### src/rtl/mem_port_arbiter_pkg.sv
// Shared types and default widths for the unified-memory port arbiter.
package mips_arb_pkg;
  localparam int ARB_AW = 32;
  localparam int ARB_DW = 32;

  typedef enum logic [1:0] {ARB_IDLE, ARB_BUSY, ARB_RESP} arb_state_t;
  typedef enum logic       {OWN_IF, OWN_DM}                arb_owner_t;
endpackage

### src/rtl/mem_port_arbiter_timeout_ctr.sv
// BUSY-cycle counter for the arbiter. expire is high while the count sits
// on TIMEOUT_CYC-1, i.e. during the last cycle a mem_ack is still accepted.
module arb_timeout_ctr #(
  parameter int TIMEOUT_CYC = 16
) (
  input  logic clk,
  input  logic resetN,
  input  logic clr,
  input  logic en,
  output logic expire
);
  localparam int CW = $clog2(TIMEOUT_CYC);
  localparam logic [CW-1:0] LAST = CW'(TIMEOUT_CYC - 1);

  logic [CW-1:0] cnt;

  always_ff @(posedge clk or negedge resetN) begin
    if (!resetN)               cnt <= '0;
    else if (clr)              cnt <= '0;
    else if (en && !expire)    cnt <= cnt + 1'b1;
  end

  assign expire = (cnt == LAST);
endmodule

### src/rtl/mem_port_arbiter.sv
// Shares one single-ported memory between fetch (if_*) and load/store (dm_*).
// Default arbitration gives dm fixed priority; define ARB_ROUND_ROBIN_EN for
// alternating priority on simultaneous requests.
module mem_port_arbiter
  import mips_arb_pkg::*;
#(
  parameter int AW          = ARB_AW,
  parameter int DW          = ARB_DW,
  parameter int TIMEOUT_CYC = 16
) (
  input  logic          clk,
  input  logic          resetN,
  input  logic          if_req,
  input  logic [AW-1:0] if_addr,
  output logic          if_gnt,
  output logic          if_rvalid,
  output logic [DW-1:0] if_rdata,
  input  logic          dm_req,
  input  logic          dm_we,
  input  logic [AW-1:0] dm_addr,
  input  logic [DW-1:0] dm_wdata,
  output logic          dm_gnt,
  output logic          dm_rvalid,
  output logic [DW-1:0] dm_rdata,
  output logic          mem_req,
  output logic          mem_we,
  output logic [AW-1:0] mem_addr,
  output logic [DW-1:0] mem_wdata,
  input  logic          mem_ack,
  input  logic [DW-1:0] mem_rdata,
  output logic          rsp_err,
  output logic          busy
);
  arb_state_t state;
  arb_owner_t owner;
  logic       win_dm;
  logic       tmo_expire;

`ifdef ARB_ROUND_ROBIN_EN
  // Tracks who was served last; on a tie the other requester wins.
  arb_owner_t last_own;

  assign win_dm = dm_req && (!if_req || last_own == OWN_IF);

  always_ff @(posedge clk or negedge resetN) begin
    if (!resetN)
      last_own <= OWN_IF;
    else if (state == ARB_IDLE && (if_req || dm_req))
      last_own <= win_dm ? OWN_DM : OWN_IF;
  end
`else
  assign win_dm = dm_req;
`endif

  // Counter sits at zero throughout IDLE so it starts clean on BUSY entry.
  arb_timeout_ctr #(.TIMEOUT_CYC(TIMEOUT_CYC)) u_tmo (
    .clk    (clk),
    .resetN (resetN),
    .clr    (state == ARB_IDLE),
    .en     (state == ARB_BUSY),
    .expire (tmo_expire)
  );

  always_ff @(posedge clk or negedge resetN) begin
    if (!resetN) begin
      state     <= ARB_IDLE;
      owner     <= OWN_IF;
      if_gnt    <= 1'b0;
      if_rvalid <= 1'b0;
      if_rdata  <= '0;
      dm_gnt    <= 1'b0;
      dm_rvalid <= 1'b0;
      dm_rdata  <= '0;
      mem_req   <= 1'b0;
      mem_we    <= 1'b0;
      mem_addr  <= '0;
      mem_wdata <= '0;
      rsp_err   <= 1'b0;
      busy      <= 1'b0;
    end else begin
      if_gnt    <= 1'b0;
      dm_gnt    <= 1'b0;
      if_rvalid <= 1'b0;
      dm_rvalid <= 1'b0;
      case (state)
        ARB_IDLE: if (if_req || dm_req) begin
          state     <= ARB_BUSY;
          busy      <= 1'b1;
          mem_req   <= 1'b1;
          owner     <= win_dm ? OWN_DM : OWN_IF;
          mem_we    <= win_dm && dm_we;
          mem_addr  <= win_dm ? dm_addr : if_addr;
          mem_wdata <= win_dm ? dm_wdata : '0;
          if_gnt    <= !win_dm;
          dm_gnt    <= win_dm;
        end
        // An ack on the expiring cycle wins over the abort.
        ARB_BUSY: if (mem_ack || tmo_expire) begin
          state   <= ARB_RESP;
          mem_req <= 1'b0;
          mem_we  <= 1'b0;
          rsp_err <= !mem_ack;
          if (owner == OWN_DM) begin
            dm_rvalid <= 1'b1;
            dm_rdata  <= (mem_ack && !mem_we) ? mem_rdata : '0;
          end else begin
            if_rvalid <= 1'b1;
            if_rdata  <= mem_ack ? mem_rdata : '0;
          end
        end
        ARB_RESP: begin
          state   <= ARB_IDLE;
          busy    <= 1'b0;
          rsp_err <= 1'b0;
        end
        default: begin
          state <= ARB_IDLE;
          busy  <= 1'b0;
        end
      endcase
    end
  end
endmodule

### config.mk
export PLATFORM = sky130hd
export DESIGN_NAME = mem_port_arbiter
export DESIGN_NICKNAME = d
export VERILOG_FILES = /design/src/rtl/mem_port_arbiter_pkg.sv /design/src/rtl/mem_port_arbiter_timeout_ctr.sv /design/src/rtl/mem_port_arbiter.sv
export SDC_FILE = /design/constraint.sdc
export NUM_CORES = 1
export LEC_CHECK = 0
export CAP_MARGIN = 25
export CORE_MARGIN = 5
export CORE_UTILIZATION = 42
export CTS_CLUSTER_SIZE = 16
export DETAILED_ROUTE_END_ITERATION = 8
export PLACE_DENSITY = 0.85
export RECOVER_POWER = 50
export SYNTH_ARGS = -nofsm -noshare
export SYNTH_HDL_FRONTEND = slang
export SYNTH_HIERARCHICAL = 1
export SYNTH_SLANG_ARGS = --single-unit
### constraint.sdc
create_clock -name clk -period 2.54 [get_ports clk]
set_clock_uncertainty 0.2 [all_clocks]
set_input_delay 0.381 -clock clk [delete_from_list [all_inputs] [get_ports clk]]
set_output_delay 0.381 -clock clk [all_outputs]
set_load 0.03 [all_outputs]
==> impl_metrics.ini <==
[worst_setup_path]
reg2regPathDepth = 6
start_kind = flop
arrival_ns = 2.35
path_buf_inv = 1
critPathTopFamily = simple AND/OR/NAND/NOR gates
crit_path_top_delay_cell = dfrtp_1
path_class = flop to flop
cp_max_fo = 20
crit_path_end_kind = flop
reg2reg_from = u_tmo/cnt[0]$_DFFE_PN0P_
worstPathCellList = ha_1 -> and3_1 -> or2_1 -> nand3_4 -> buf_12 -> mux2i_1
max_stage_delay_ns = 0.41
rrSetupSlack_ns = 0.30
critPathRequiredTime_ns = 2.65
reg2reg_to = dm_rdata[30]$_DFFE_PN0P_

[layout]
drive_above_1_share_pct = 13.06
fill_cells = 938
final_area_mm2 = 0.009389
areaGrowthSynthToFinish_pct = 56.59
utilization_pct = 67.38
diodes = 0
nets = 842
fin_cells = 900

[pwr]
power.density_mw_per_mm2 = 1387
finalPower_mw = 13.02
peakVddDrop_v = 0.0007559
p_leak_nw = 4.265

[floorplan]
die-area_mm2 = 0.01677
die_w_um = 129.5
dieHeight_um = 129.5
ios = 270
row_count = 43
coreArea_mm2 = 0.01393
start_util_pct = 43.03

[synth]
synth_fa_ha_area_share_pct = 0.2087
yosys.area_share.simple_pct = 5.113
ys_ff_latch = 143
avgSynthCellArea_um2 = 13.69
synthXorXnorAreaFrac_pct = 0
ys_seq_area_share_pct = 59.68
synth_top_family_by_area = multiplexers
yosys_warnings = 6
synth.distinct_cells = 38
synth_edf_count = 0
synth_flop_cell = dfrtp_1
synth_cells = 438
synthArstFlopShare_pct = 100.0
synthesis.area_mm2 = 0.005996
synthMuxAreaShare_pct = 17.78
synthesis.nets = 573
synth_compound_area_share_pct = 10.83

[timing]
rsz0062_at_grt = false
tightest_slew_ns = 1.288
fmax_ghz = 0.4466
finalHoldViolations = 0
fin_tns_setup_ns = 0
fin_ws_ns = 0.3008
period_share_pct = 88.16
timing.final.crit_period_ns = 2.239
slew_headroom_pct = 14.16
whs_ns = 0.2840
slew_viol_final = 0
setup_viol_count_final = 0

[routing]
ant_nets = 0
drtIter0Drc = 226
vias = 4550
avgViaCountPerCell = 5.056
drc = 0
wl_mm = 16.49
dr.pass1.iters = 4
wl_per_cell_um = 18.32

[clock_tree]
root_buffer = clkbuf_16
clockBufferDepth = 2
insertion_delay_ns = 0.41
clkSinkCount = 143
clk_pin_slew_worst_paths_ns = 0.05
cts_max_level = 4
cts_buffers = 17
cts_tree = built

[placement]
dp_hpwl_mm = 11.97
post_dp_cell_area_mm2 = 0.008806
post-place-ws_ns = 0.2578
post-place-cells = 867
io_buffers = 269
gp_congestion = 0.8359

[global_route]
grt_pass1_wl_mm = 25.89
antenna_found_initial = 0
grt_overflow = 0
grt_util_all_layers_pct = 19.72
grt_max_degree = 53
grt_pass1_vias = 4989

[job]
cap_violations = 0

[status]
status = finished, final reports clean

[hold_path]
hp-class = flop to flop
hold-path-cell-count = 1
min-delay-start = mem_req$_DFFE_PN0P_
hold_path_end = mem_req$_DFFE_PN0P_
## sequential cells by signal (all words and copies together) (netlist names)
name       count
if_rdata      32
u_tmo/cnt      4
mem_wdata     32
busy           1
mem_addr      32
if_rvalid      1
dm_rvalid      1
mem_req        1
dm_rdata      32
dm_gnt         1
rsp_err        1
state          2
owner          1
mem_we         1
if_gnt         1
## cells by family (layout without fill, tap and decap cells)
logic type | count (synthesis) | count (layout)
adder cells (fa/ha/maj) | 1 | 1
AO/OA/AOI/OAI | 76 | 76
multiplexers | 98 | 98
flip-flops | 143 | 143
buffers and inverters | 66 | 348
AND/OR/NAND/NOR | 54 | 54
## power breakdown
part | internal [mW] | switching (mW)
Clock | 1.60 | 0.914
Sequential | 3.35 | 0.664
Combinational | 2.89 | 3.60
## final cells by class
type	count	area (um^2)	share of cell area [%]
flip-flops and latches	143	3578	38.11
repair buffers	279	2806	29.89
multi-input cells	229	2023	21.55
clock buffers	24	511.7	5.450
well taps	180	225.2	2.399
inverters	37	141.4	1.506
clock inverters	8	102.6	1.093
## placed cells by master (no fill, tap or decap), drive strengths merged, types with 2 or more instances in the layout
master	Yosys	layout
clkbuf	4	26
mux2i	33	33
a21oi	3	3
bufinv	0	2
a31o	2	2
a22o	64	64
o21ai	4	4
inv	37	37
buf	25	8
or2	2	2
clkdlybuf4s50	0	268
nand2b	3	3
nor2b	3	3
nand2	34	34
clkinvlp	0	5
nor2	3	3
dfrtp	143	143
mux2	65	65
## worst max path at each step
| stage | start | end | slack (ns) | depth (start not counted) |
|---|---|---|---|---|
| 5_1_grt | resetN | dm_rdata[14]$_DFFE_PN0P_ | 0.19 | 3 |
| 3_5_place_dp | mem_ack | if_rdata[21]$_DFFE_PN0P_ | 0.26 | 4 |
| 3_3_place_gp | dm_req | mem_addr[15]$_DFFE_PN0P_ | 0.34 | 5 |
| 2_1_floorplan | u_tmo/cnt[0]$_DFFE_PN0P_ | dm_rdata[0]$_DFFE_PN0P_ | 0.68 | 7 |
| 4_1_cts | u_tmo/cnt[0]$_DFFE_PN0P_ | dm_rdata[30]$_DFFE_PN0P_ | 0.34 | 6 |
| 6_report | u_tmo/cnt[0]$_DFFE_PN0P_ | dm_rdata[30]$_DFFE_PN0P_ | 0.30 | 6 |
## worst reg2reg max path, delay by kind of cell (launching register included)
family                   cells  cell delay [ns]
multiplexers                 1             0.25
adder cells (fa/ha/maj)      1             0.23
AND/OR/NAND/NOR              3             0.83
flip-flops                   1             0.41
buffers and inverters        1             0.23
## cells in the mapped netlist, drive strengths merged, types with 2 or more instances
library cell	instances	area share, %
a21oi	3	0.25
a22o	64	9.3
a31o	2	0.29
buf	25	3.8
clkbuf	4	0.25
dfrtp	143	60
inv	37	2.4
mux2	65	12
mux2i	33	5.5
nand2	34	2.1
nand2b	3	0.35
nor2	3	0.23
nor2b	3	0.44
o21ai	4	0.52
or2	2	0.21
## timing repair
action / in CTS / in global routing
endpoints found under the setup margin: 0 / 0
setup buffers: 0 / 0
hold buffers: 1 / 0
endpoints found under the hold margin: 49 / 0
gates resized for setup: 0 / 0
## routing by layer
layer / track usage [%] / vias to the layer above / part of all wire [%]
li1: - / 2070 / -
met1: 24.14 / 2236 / 40
met2: 32.50 / 219 / 49
met3: 6.925 / 25 / 9.8
met4: 7.090 / 0 / 1.7
met5: 0 / - / 0
Note: power is estimated with default switching activity, not from simulation.
